<file path="src/rtl/mem_stage_pkg.sv">
// Shared types and constants for the MEM pipeline stage.
package mem_stage_pkg;

  typedef enum logic [3:0] {
    MEM_NONE = 4'd0,
    MEM_LB   = 4'd1,
    MEM_LBU  = 4'd2,
    MEM_LH   = 4'd3,
    MEM_LHU  = 4'd4,
    MEM_LW   = 4'd5,
    MEM_SB   = 4'd6,
    MEM_SH   = 4'd7,
    MEM_SW   = 4'd8
  } mem_op_e;

  typedef enum logic [1:0] {
    ST_IDLE = 2'd0,
    ST_BUSY = 2'd1,
    ST_DONE = 2'd2
  } state_e;

  localparam logic [4:0]  NOPRegAddr = 5'd0;
  localparam logic [31:0] ZeroWord   = 32'd0;

  function automatic logic is_load(input mem_op_e op);
    return op inside {MEM_LB, MEM_LBU, MEM_LH, MEM_LHU, MEM_LW};
  endfunction

  function automatic logic is_store(input mem_op_e op);
    return op inside {MEM_SB, MEM_SH, MEM_SW};
  endfunction

  function automatic logic misaligned(input mem_op_e op, input logic [1:0] addr);
    logic r;
    case (op)
      MEM_LH, MEM_LHU, MEM_SH: r = addr[0];
      MEM_LW, MEM_SW:          r = |addr;
      default:                 r = 1'b0;
    endcase
    return r;
  endfunction

endpackage

</file>
<file path="src/rtl/mem_stage_load_align.sv">
// Selects the addressed byte/halfword of a captured read word and extends it.
module load_align
  import mem_stage_pkg::*;
(
  input  logic [31:0] rdata_i,
  input  logic [1:0]  addr_i,
  input  mem_op_e     op_i,
  output logic [31:0] data_o
);

  logic [7:0]  byte_sel;
  logic [15:0] half_sel;

  always_comb begin
    case (addr_i)
      2'd0:    byte_sel = rdata_i[7:0];
      2'd1:    byte_sel = rdata_i[15:8];
      2'd2:    byte_sel = rdata_i[23:16];
      default: byte_sel = rdata_i[31:24];
    endcase
    half_sel = addr_i[1] ? rdata_i[31:16] : rdata_i[15:0];

    case (op_i)
      MEM_LB:  data_o = {{24{byte_sel[7]}}, byte_sel};
      MEM_LBU: data_o = {24'd0, byte_sel};
      MEM_LH:  data_o = {{16{half_sel[15]}}, half_sel};
      MEM_LHU: data_o = {16'd0, half_sel};
      default: data_o = rdata_i;
    endcase
  end

endmodule

</file>
<file path="src/rtl/mem_stage.sv">
// MEM stage: ALU pass-through plus load/store over a req/ack data bus,
// stalling the front of the pipeline while an access is outstanding.
module mem_stage
  import mem_stage_pkg::*;
#(
  parameter int unsigned TIMEOUT = 255
) (
  input  logic        clk,
  input  logic        rst,
  input  logic [4:0]  ex_write_reg,
  input  logic        ex_we,
  input  logic [31:0] ex_write_data,
  input  logic [3:0]  ex_mem_op,
  input  logic [31:0] ex_mem_addr,
  input  logic [31:0] ex_store_data,
  output logic        dmem_req,
  output logic        dmem_we,
  output logic [31:0] dmem_addr,
  output logic [3:0]  dmem_be,
  output logic [31:0] dmem_wdata,
  input  logic [31:0] dmem_rdata,
  input  logic        dmem_ack,
  output logic [4:0]  mem_write_reg,
  output logic        mem_we,
  output logic [31:0] mem_write_data,
  output logic        stall_req,
  output logic        exc_misalign,
  output logic        exc_bus
);

  localparam logic [7:0] CntLast = 8'(TIMEOUT - 1);

  state_e      state_q;
  logic [7:0]  cnt_q;
  logic [31:0] rdata_q;
  logic        timeout_q;

  mem_op_e     op;
  logic        op_load, op_store, op_mis, op_valid;
  logic [3:0]  lane_be;
  logic [31:0] load_data;

  assign op       = mem_op_e'(ex_mem_op);
  assign op_load  = is_load(op);
  assign op_store = is_store(op);
  assign op_mis   = misaligned(op, ex_mem_addr[1:0]);
  assign op_valid = (op_load || op_store) && !op_mis;

  load_align u_load_align (
    .rdata_i (rdata_q),
    .addr_i  (ex_mem_addr[1:0]),
    .op_i    (op),
    .data_o  (load_data)
  );

  always_ff @(posedge clk) begin
    if (rst) begin
      state_q   <= ST_IDLE;
      cnt_q     <= '0;
      rdata_q   <= '0;
      timeout_q <= 1'b0;
    end else begin
      case (state_q)
        ST_IDLE: begin
          if (op_valid) begin
            timeout_q <= 1'b0;
            cnt_q     <= '0;
            if (dmem_ack) begin
              rdata_q <= dmem_rdata;
              state_q <= ST_DONE;
            end else begin
              state_q <= ST_BUSY;
            end
          end
        end
        ST_BUSY: begin
          cnt_q <= cnt_q + 8'd1;
          // An ack on the final counted cycle still wins over the timeout.
          if (dmem_ack) begin
            rdata_q <= dmem_rdata;
            state_q <= ST_DONE;
          end else if (cnt_q == CntLast) begin
            timeout_q <= 1'b1;
            state_q   <= ST_DONE;
          end
        end
        default: state_q <= ST_IDLE;
      endcase
    end
  end

  always_comb begin
    case (op)
      MEM_SB, MEM_LB, MEM_LBU: lane_be = 4'b0001 << ex_mem_addr[1:0];
      MEM_SH, MEM_LH, MEM_LHU: lane_be = ex_mem_addr[1] ? 4'b1100 : 4'b0011;
      default:                 lane_be = 4'b1111;
    endcase
    case (op)
      MEM_SB:  dmem_wdata = {4{ex_store_data[7:0]}};
      MEM_SH:  dmem_wdata = {2{ex_store_data[15:0]}};
      default: dmem_wdata = ex_store_data;
    endcase
  end

  assign dmem_addr = {ex_mem_addr[31:2], 2'b00};

  always_comb begin
    dmem_req       = 1'b0;
    dmem_we        = 1'b0;
    dmem_be        = '0;
    stall_req      = 1'b0;
    mem_write_reg  = ex_write_reg;
    mem_we         = ex_we;
    mem_write_data = ex_write_data;
    exc_misalign   = 1'b0;
    exc_bus        = 1'b0;
    if (rst) begin
      mem_write_reg  = NOPRegAddr;
      mem_we         = 1'b0;
      mem_write_data = ZeroWord;
    end else begin
      case (state_q)
        ST_IDLE, ST_BUSY: begin
          if (state_q == ST_BUSY || op_valid) begin
            // MEM_WB keeps clocking during the stall, so feed it a bubble.
            dmem_req       = 1'b1;
            dmem_we        = op_store;
            dmem_be        = lane_be;
            stall_req      = 1'b1;
            mem_write_reg  = NOPRegAddr;
            mem_we         = 1'b0;
            mem_write_data = ZeroWord;
          end else if (op_mis) begin
            mem_we       = 1'b0;
            exc_misalign = 1'b1;
          end
        end
        default: begin
          if (timeout_q) begin
            mem_we  = 1'b0;
            exc_bus = 1'b1;
          end else if (op_load) begin
            mem_write_data = load_data;
          end else begin
            mem_we = 1'b0;
          end
        end
      endcase
    end
  end

endmodule

</file>
<file path="config.mk">
export PLATFORM = sky130hd
export DESIGN_NAME = mem_stage
export DESIGN_NICKNAME = d
export VERILOG_FILES = /design/src/rtl/mem_stage_pkg.sv /design/src/rtl/mem_stage_load_align.sv /design/src/rtl/mem_stage.sv
export SDC_FILE = /design/constraint.sdc
export NUM_CORES = 1
export LEC_CHECK = 0
export ABC_CLOCK_PERIOD_IN_PS = 2500
export CORE_MARGIN = 5
export CORE_UTILIZATION = 40
export CTS_BUF_LIST = sky130_fd_sc_hd__clkbuf_4 sky130_fd_sc_hd__clkbuf_8
export CTS_CLUSTER_DIAMETER = 200
export DETAILED_ROUTE_END_ITERATION = 16
export GPL_TIMING_DRIVEN = 0
export HOLD_SLACK_MARGIN = 0.03
export PLACE_DENSITY = 0.87
export SYNTH_ARGS = -nofsm -noshare
export SYNTH_HDL_FRONTEND = slang
export SYNTH_HIERARCHICAL = 1
export SYNTH_SLANG_ARGS = --single-unit
</file>
<file path="constraint.sdc">
create_clock -name clk -period 2.5 [get_ports clk]
set_input_delay 0.25 -clock clk [delete_from_list [all_inputs] [get_ports clk]]
set_output_delay 0.25 -clock clk [all_outputs]
set_load 0.03 [all_outputs]
</file>
==> results of run 1 <==
## worst paths after layout
kind | endpoint | from | cells after the start | slack (ps)
worst max register to register | rdata_q[10] | state_q[0] | 5 | 600
worst min-delay path | cnt_q[7] | cnt_q[7] | 1 | 460
worst max-delay path | stall_req | ex_mem_op[2] | 8 | 60
worst min register to register | cnt_q[7] | cnt_q[7] | 1 | 460
## flip-flops by register name, indices dropped and copies added (netlist names)
register	flops
rdata_q	32
cnt_q	8
state_q	2
timeout_q	1
## per-stage QoR
| stage | hold WS (ps) | utilization, % | power, mW |
|---|---|---|---|
| floorplan | 328 | - | 1.44 |
| global placement | 449 | 62.4 | 1.96 |
| detailed placement | 451 | 62.4 | 1.97 |
| CTS | 461 | 64.3 | 2.52 |
| global route | 484 | 64.5 | 2.64 |
| finish | 464 | 64.5 | 2.53 |
## cells by family (layout without fill, tap and decap cells)
family | count (synthesis) | in the layout | synth area share [%]
compound gates | 145 | 145 | 23.1
xor+xnor | 2 | 2 | 0.405
fa+ha+maj | 2 | 2 | 0.579
buf+inv | 116 | 347 | 15.2
flops | 43 | 43 | 19.9
mux | 75 | 75 | 21.3
other cells | 1 | 2 | 0.0867
simple gates | 193 | 193 | 19.5
## routing by layer
metal / wire length, microns / vias to the layer above / track usage [%]
met3: 1690 / 19 / 4.62
li1: - / 2478 / -
met5: 0 / - / 0
met2: 7980 / 287 / 42.6
met1: 6860 / 2386 / 31.4
met4: 254 / 0 / 5.46
## critical path, cell delays in order
cell and delay [ps]:
clkdlybuf4s15_2 260, buf_6 190, or4b_4 530, a2bb2oi_2 190, a311o_2 400, inv_1 80, buf_4 100, buf_2 180
## synth_stat cells, drive strengths merged, types with 8 or more instances
cell type | count | share of area (%)
a21oi | 45 | 5.2
a31oi | 19 | 2.7
buf | 58 | 10
clkbuf | 31 | 2.7
dfxtp | 43 | 20
inv | 27 | 2.3
mux2 | 24 | 6.3
mux2i | 43 | 10
mux4 | 8 | 4.8
nand2 | 141 | 12
nand3 | 12 | 1.5
nor2 | 15 | 1.3
o211ai | 15 | 2.6
o21ai | 13 | 1.5
o2bb2ai | 16 | 3.2
## layout make-up
cell class | instances | area (sq um) | area share [%]
Buffer | 88 | 639 | 9.26
Clock buffer | 5 | 68.8 | 0.997
Clock inverter | 3 | 46.3 | 0.670
Inverter | 27 | 101 | 1.47
Multi-Input combinational cell | 419 | 2970 | 42.9
Sequential cell | 43 | 861 | 12.5
Tap cell | 140 | 175 | 2.54
Timing Repair Buffer | 224 | 2050 | 29.7
## power breakdown
| part | internal [mW] | switching (mW) |
|---|---|---|
| sequential | 0.720 | 0.0515 |
| combinational | 0.545 | 0.638 |
| clock | 0.301 | 0.275 |
| total | 1.57 | 0.964 |
## what timing repair did
| action | in CTS | in global routing |
|---|---|---|
| setup endpoints to repair | 102 | 51 |
| resized for setup | 272 | 32 |
| pin swaps | 4 | 4 |
| buffers inserted | 5 | 2 |
==> summary.txt, run 1 <==
Place
  – Dpl cell area: 0.00667 sq mm
  – Post-DP HPWL: 13.4 mm
  – Port bufs: 217
  – Placed Cells: 935
  – Placer congestion estimate: approximately 0.95
  – Worst setup slack after placement: -1420 ps

Clock tree
  – Sink Count: 43
  – CTS clock-pin slew for the worst setup and hold paths: around 90 ps
  – TritonCTS buffer count: 5
  – CTS Root Cell: clkbuf_8
  – Hold-fix buffers, CTS: 0
  – Maximum buffer depth of the clock tree: 2
  – H-tree depth: 2
  – CTS tree: done
  – Clk Latency, worst-skew pair: 310 ps

Logic synthesis
  – Post-synthesis instance area: 0.00432 sq mm
  – Sequential element share of the synthesized area: 19.9%
  – Syn avg cell area: ~7.5 sq um
  – Yosys warning total: 6
  – EDFF count, synth: 0
  – Post-Syn Instances: 577
  – Post-synth ARST share: 0%
  – Ys flop type: dfxtp_1
  – Post-synthesis cell type count: between 60 and 70
  – Register bit count reported by yosys: 43

Floorplan
  – Core ar.: 0.0107 sq mm
  – I/O pin total: around 250
  – Die Height: around 110 microns
  – Row count: 38
  – Total die area: 0.0130 sq mm
  – Starting density of the core: 40.4%
  – Die width: 114 microns

Min path
  – Hold WC Path Type: reg -> reg

Global routing
  – Global-route wire length before repair: 25.8 mm
  – Largest net degree at the start of global routing: 16
  – Initial antenna violation count: 0
  – GRT Residual Overflow: 0
  – GR Util All Layers: 24.5%
  – Vias in the first global route: 5034

STA
  – Normalized max-slew margin: 51.0%
  – Hold Vio Cnt, Final: 0
  – Max Slew Vio Count: 0
  – Setup TNS: 0 ps
  – Fmax: 0.410 GHz
  – Setup Skew: ~11 ps
  – PnR worst setup slack: 61.4 ps
  – Final setup vio count: 0
  – Least-Margin Pin Slew: between 700 and 800 ps
  – RSZ-0062 raised after global routing: no
  – Post-route clock period utilization: 97.5%
  – Final critical-path required period: 2440 ps

Critical path
  – CP Capture Type: primary output
  – Maximum fanout along the worst path: 10
  – Critical Path RT: between 2000 and 2500 ps
  – Startpoint types: primary input
  – Critical path arrival: 2190 ps
  – Kind of critical path: in -> out

Layout
  – Layout Area Growth over Synthesis: 59.7%
  – Ratio of cells with drive above 1 in the final layout: between 20 and 25%
  – Antenna cells: 0
  – Commonest non-fill, non-tap cells in the layout: 147 x clkdlybuf4s50_1, 141 x nand2_1, 60 x buf_4, 43 x a21oi_1, 43 x dfxtp_1
  – Commonest non-fill, non-tap cell in the layout: clkdlybuf4s50_1
  – Cell area after layout: 0.00691 sq mm
  – Final #Nets: 951
  – Non-filler cells, final: roughly 950
  – Fill cells: approximately 960

Pwr
  – Worst IR Drop VDD: about 0.25 mV
  – LEAKAGE: 2.90 nW
  – PwrDens: 366 mW/mm^2

Flow run
  – Maxcap violations: 0

Route
  – Initial DRC count: 355
  – DR vias: 5170
  – DRC violations left: 0
  – ANT nets after route: 0
  – Avg WL per Cell: 17.7 microns
  – DRT Wirelength: about 17 mm
  – First-pass iteration count of the detailed router: 5
  – Routed vias/inst: around 5.4

Status
  – Run status: finished, final reports clean
No activity file was read; power rests on OpenSTA's default activity.
==> run 2, diff against run 1 <==
--- a/config.mk
+++ b/config.mk
@@ -11,7 +11,6 @@
 export CTS_BUF_LIST = sky130_fd_sc_hd__clkbuf_4 sky130_fd_sc_hd__clkbuf_8
 export CTS_CLUSTER_DIAMETER = 200
 export DETAILED_ROUTE_END_ITERATION = 16
-export GPL_TIMING_DRIVEN = 0
 export HOLD_SLACK_MARGIN = 0.03
 export PLACE_DENSITY = 0.87
 export SYNTH_ARGS = -nofsm -noshare
==> summary.txt, run 2 (synthesis gave the netlist of run 1 again) <==
STA
  – Setup TNS: 0 ps
  – Post-route clock period utilization: 98.7%
  – Fmax: between 0.4 and 0.5 GHz
  – Setup Skew: 3.97 ps
  – Max Slew Vio Count: 0
  – PnR worst setup slack: ~31 ps
  – Final critical-path required period: approximately 2500 ps
  – Normalized max-slew margin: between 60% and 70%
  – Final setup vio count: 0
  – RSZ-0062 raised after global routing: yes
  – Least-Margin Pin Slew: 583 ps
  – Hold Vio Cnt, Final: 0

Floorplan
  – Core ar.: 0.0107 sq mm
  – Die width: about 110 microns
  – Total die area: roughly 0.013 sq mm
  – Row count: 38
  – Starting density of the core: 40.4%
  – I/O pin total: 252
  – Die Height: about 110 microns

Layout
  – Commonest non-fill, non-tap cell in the layout: nand2_1
  – Area of the multi-input gates: 0.00286 sq mm
  – Fill cells: 946
  – Commonest non-fill, non-tap cells in the layout: 140 x nand2_1, 115 x buf_4, 113 x clkdlybuf4s50_1, 43 x dfxtp_1, 42 x mux2i_1
  – Largest regs: rdata_q: 32 flops, cnt_q: 8 flops, state_q: 2 flops
  – Final #Nets: roughly 900
  – Largest register FFs: 32
  – Ratio of cells with drive above 1 in the final layout: approximately a quarter
  – Largest Register: rdata_q
  – Antenna cells: 0
  – Non-filler cells, final: between 900 and 1000
  – Cell area after layout: about 0.0065 sq mm
  – Layout Area Growth over Synthesis: 50.5%
  – Reg area: between 800 and 900 sq um

Critical path
  – CP dominant cell by count: buf_6
  – Worst-path cell chain: dlygate4sd2_1 > buf_6 > buf_4 > or3b_2 > a21oi_1 > o21ai_0 > a21oi_2 > buf_6
  – CP Capture Type: primary output
  – R2r setup slk: 790 ps
  – Top Family by Delay on Critical Path: compound AO/OA/AOI/OAI gates
  – Critical Path RT: 2250 ps
  – Reg2Reg Depth: 5
  – Worst R2R End: state_q[0]
  – Max stage delay on crit path: 460 ps
  – Worst setup path startpoint: ex_mem_op[1]
  – Critical path's slowest cell: or3b_2
  – Kind of critical path: in -> out
  – Worst R2R Start: state_q[0]
  – Startpoint types: primary input
  – Maximum fanout along the worst path: 6
  – Critical path arrival: 2220 ps
  – Buf+Inv Stages, Crit Path: 4

Pwr
  – Sequential Power Share: between 30% and 40%
  – PwrDens: 355 mW/mm^2
  – Sw Share: 36.6%
  – Pint: 1.46 mW
  – Worst IR Drop VDD: 0.295 mV
  – Clk pwr share: 19.2%
  – Final Power: 2.31 mW
  – LEAKAGE: 2.76 nW
  – P_sw: 845 uW
  – Comb power frac: a little under half

Place
  – Placer congestion estimate: 0.885
  – Post-DP HPWL: 12.5 mm
  – Placed Cells: a little under 900
  – Dpl cell area: ~0.0063 sq mm
  – Worst setup slack after placement: -125 ps
  – Port bufs: 189

Min path
  – Min-delay src: cnt_q[7]
  – Hold endpoint: cnt_q[7]
  – WHS Path Cells: 1
  – Hold WC Path Type: reg -> reg

Clock tree
  – TritonCTS buffer count: 5
  – CTS tree: done
  – CTS Root Cell: clkbuf_8
  – CTS clock-pin slew for the worst setup and hold paths: 80 ps
  – Sink Count: 43
  – Maximum buffer depth of the clock tree: 2
  – H-tree depth: 2
  – Clk Latency, worst-skew pair: 290 ps

Global routing
  – Global-route wire length before repair: 24.3 mm
  – GR Util All Layers: 22.9%
  – Vias in the first global route: about 5000
  – Largest net degree at the start of global routing: 66
  – Initial antenna violation count: 0
  – GRT Residual Overflow: 0

Flow run
  – Maxcap violations: 0

Route
  – Avg WL per Cell: 17.5 microns
  – Initial DRC count: 306
  – DRT Wirelength: 15.8 mm
  – DR vias: 4917
  – First-pass iteration count of the detailed router: 5
  – DRC violations left: 0
  – Routed vias/inst: around 5.5
  – ANT nets after route: 0

Status
  – Run status: finished, final reports clean
==> run 2: cell count changes in the layout (fill, tap and decap cells not counted), sizes merged <==
| cell | before | now |
|---|---|---|
| clkdlybuf4s15 | 9 | 0 |
| buf | 98 | 133 |
| dlygate4sd2 | 24 | 16 |
| clkbuf | 36 | 6 |
| clkdlybuf4s50 | 147 | 113 |
| clkinv | 0 | 1 |
| clkinvlp | 1 | 0 |
| bufinv | 1 | 0 |
| dlymetal6s2s | 1 | 3 |
| clkdlybuf4s18 | 2 | 0 |
| inv | 28 | 27 |
==> run 2: layer usage <==
layer | up-vias | track usage, % | part of all wire, %
met5 | - | 0 | 0
met1 | 2286 | 27.3 | 39
met2 | 218 | 40.9 | 49
li1 | 2372 | - | -
met3 | 41 | 4.88 | 9.0
met4 | 0 | 7.28 | 3.1
==> run 2: worst register-to-register path: stages (launching register included) <==
cell	delay, ps
dfxtp_1	500
inv_1	200
a311o_2	440
buf_4	160
buf_4	120
a311oi_1	190
==> run 2: repair_timing <==
item | CTS | global route
hold buffers | 0 | 0
pin swaps | 1 | 1
setup buffers | 2 | 0
endpoints found under the setup margin | 33 | 34
gates cloned | 2 | 1
resized for setup | 25 | 14
==> run 2: worst max-delay path by stage <==
stage	end	slack, ps	cells past startpoint
floorplan	mem_we	40	6
detailed placement	rdata_q[10]	-130	8
finish	dmem_be[2]	30	8
global placement	rdata_q[10]	-80	8
CTS	mem_write_data[6]	-30	10
global route	dmem_be[2]	-50	8
==> run 2: metrics by stage <==
| stage | hold slack [ps] | util, % |
|---|---|---|
| 6_report | 483 | 60.8 |
| 5_1_grt | 500 | 60.8 |
| 4_1_cts | 480 | 60.4 |
| 3_5_place_dp | 469 | 59.2 |
| 3_3_place_gp | 451 | 59.2 |
| 2_1_floorplan | 328 | - |
==> run 2: power groups by stage <==
stage,Clock (mW),Sequential [mW],Combinational [mW]
6_report,0.444,0.770,1.09
5_1_grt,0.485,0.773,1.17
4_1_cts,0.454,0.767,1.09
3_5_place_dp,0,0.784,1.08
3_3_place_gp,0,0.782,1.06
2_1_floorplan,0,0.758,0.686
==> run 2: area by class of cell <==
type                    count  share of cell area [%]
repair buffers            265                    37.2
flip-flops and latches     43                    13.2
clock buffers               6                    1.27
inverters                  27                    1.56
multi-input cells         419                    44.0
well taps                 140                    2.69
clock inverters             1                  0.0769
==> run 3, diff against run 2 <==
--- a/config.mk
+++ b/config.mk
@@ -5,13 +5,11 @@
 export SDC_FILE = /design/constraint.sdc
 export NUM_CORES = 1
 export LEC_CHECK = 0
-export ABC_CLOCK_PERIOD_IN_PS = 2500
 export CORE_MARGIN = 5
 export CORE_UTILIZATION = 40
 export CTS_BUF_LIST = sky130_fd_sc_hd__clkbuf_4 sky130_fd_sc_hd__clkbuf_8
 export CTS_CLUSTER_DIAMETER = 200
 export DETAILED_ROUTE_END_ITERATION = 16
-export HOLD_SLACK_MARGIN = 0.03
 export PLACE_DENSITY = 0.87
 export SYNTH_ARGS = -nofsm -noshare
 export SYNTH_HDL_FRONTEND = slang
==> results of run 3 <==
Same layout as run 2: the final DEF is identical, and so are final timing and power.
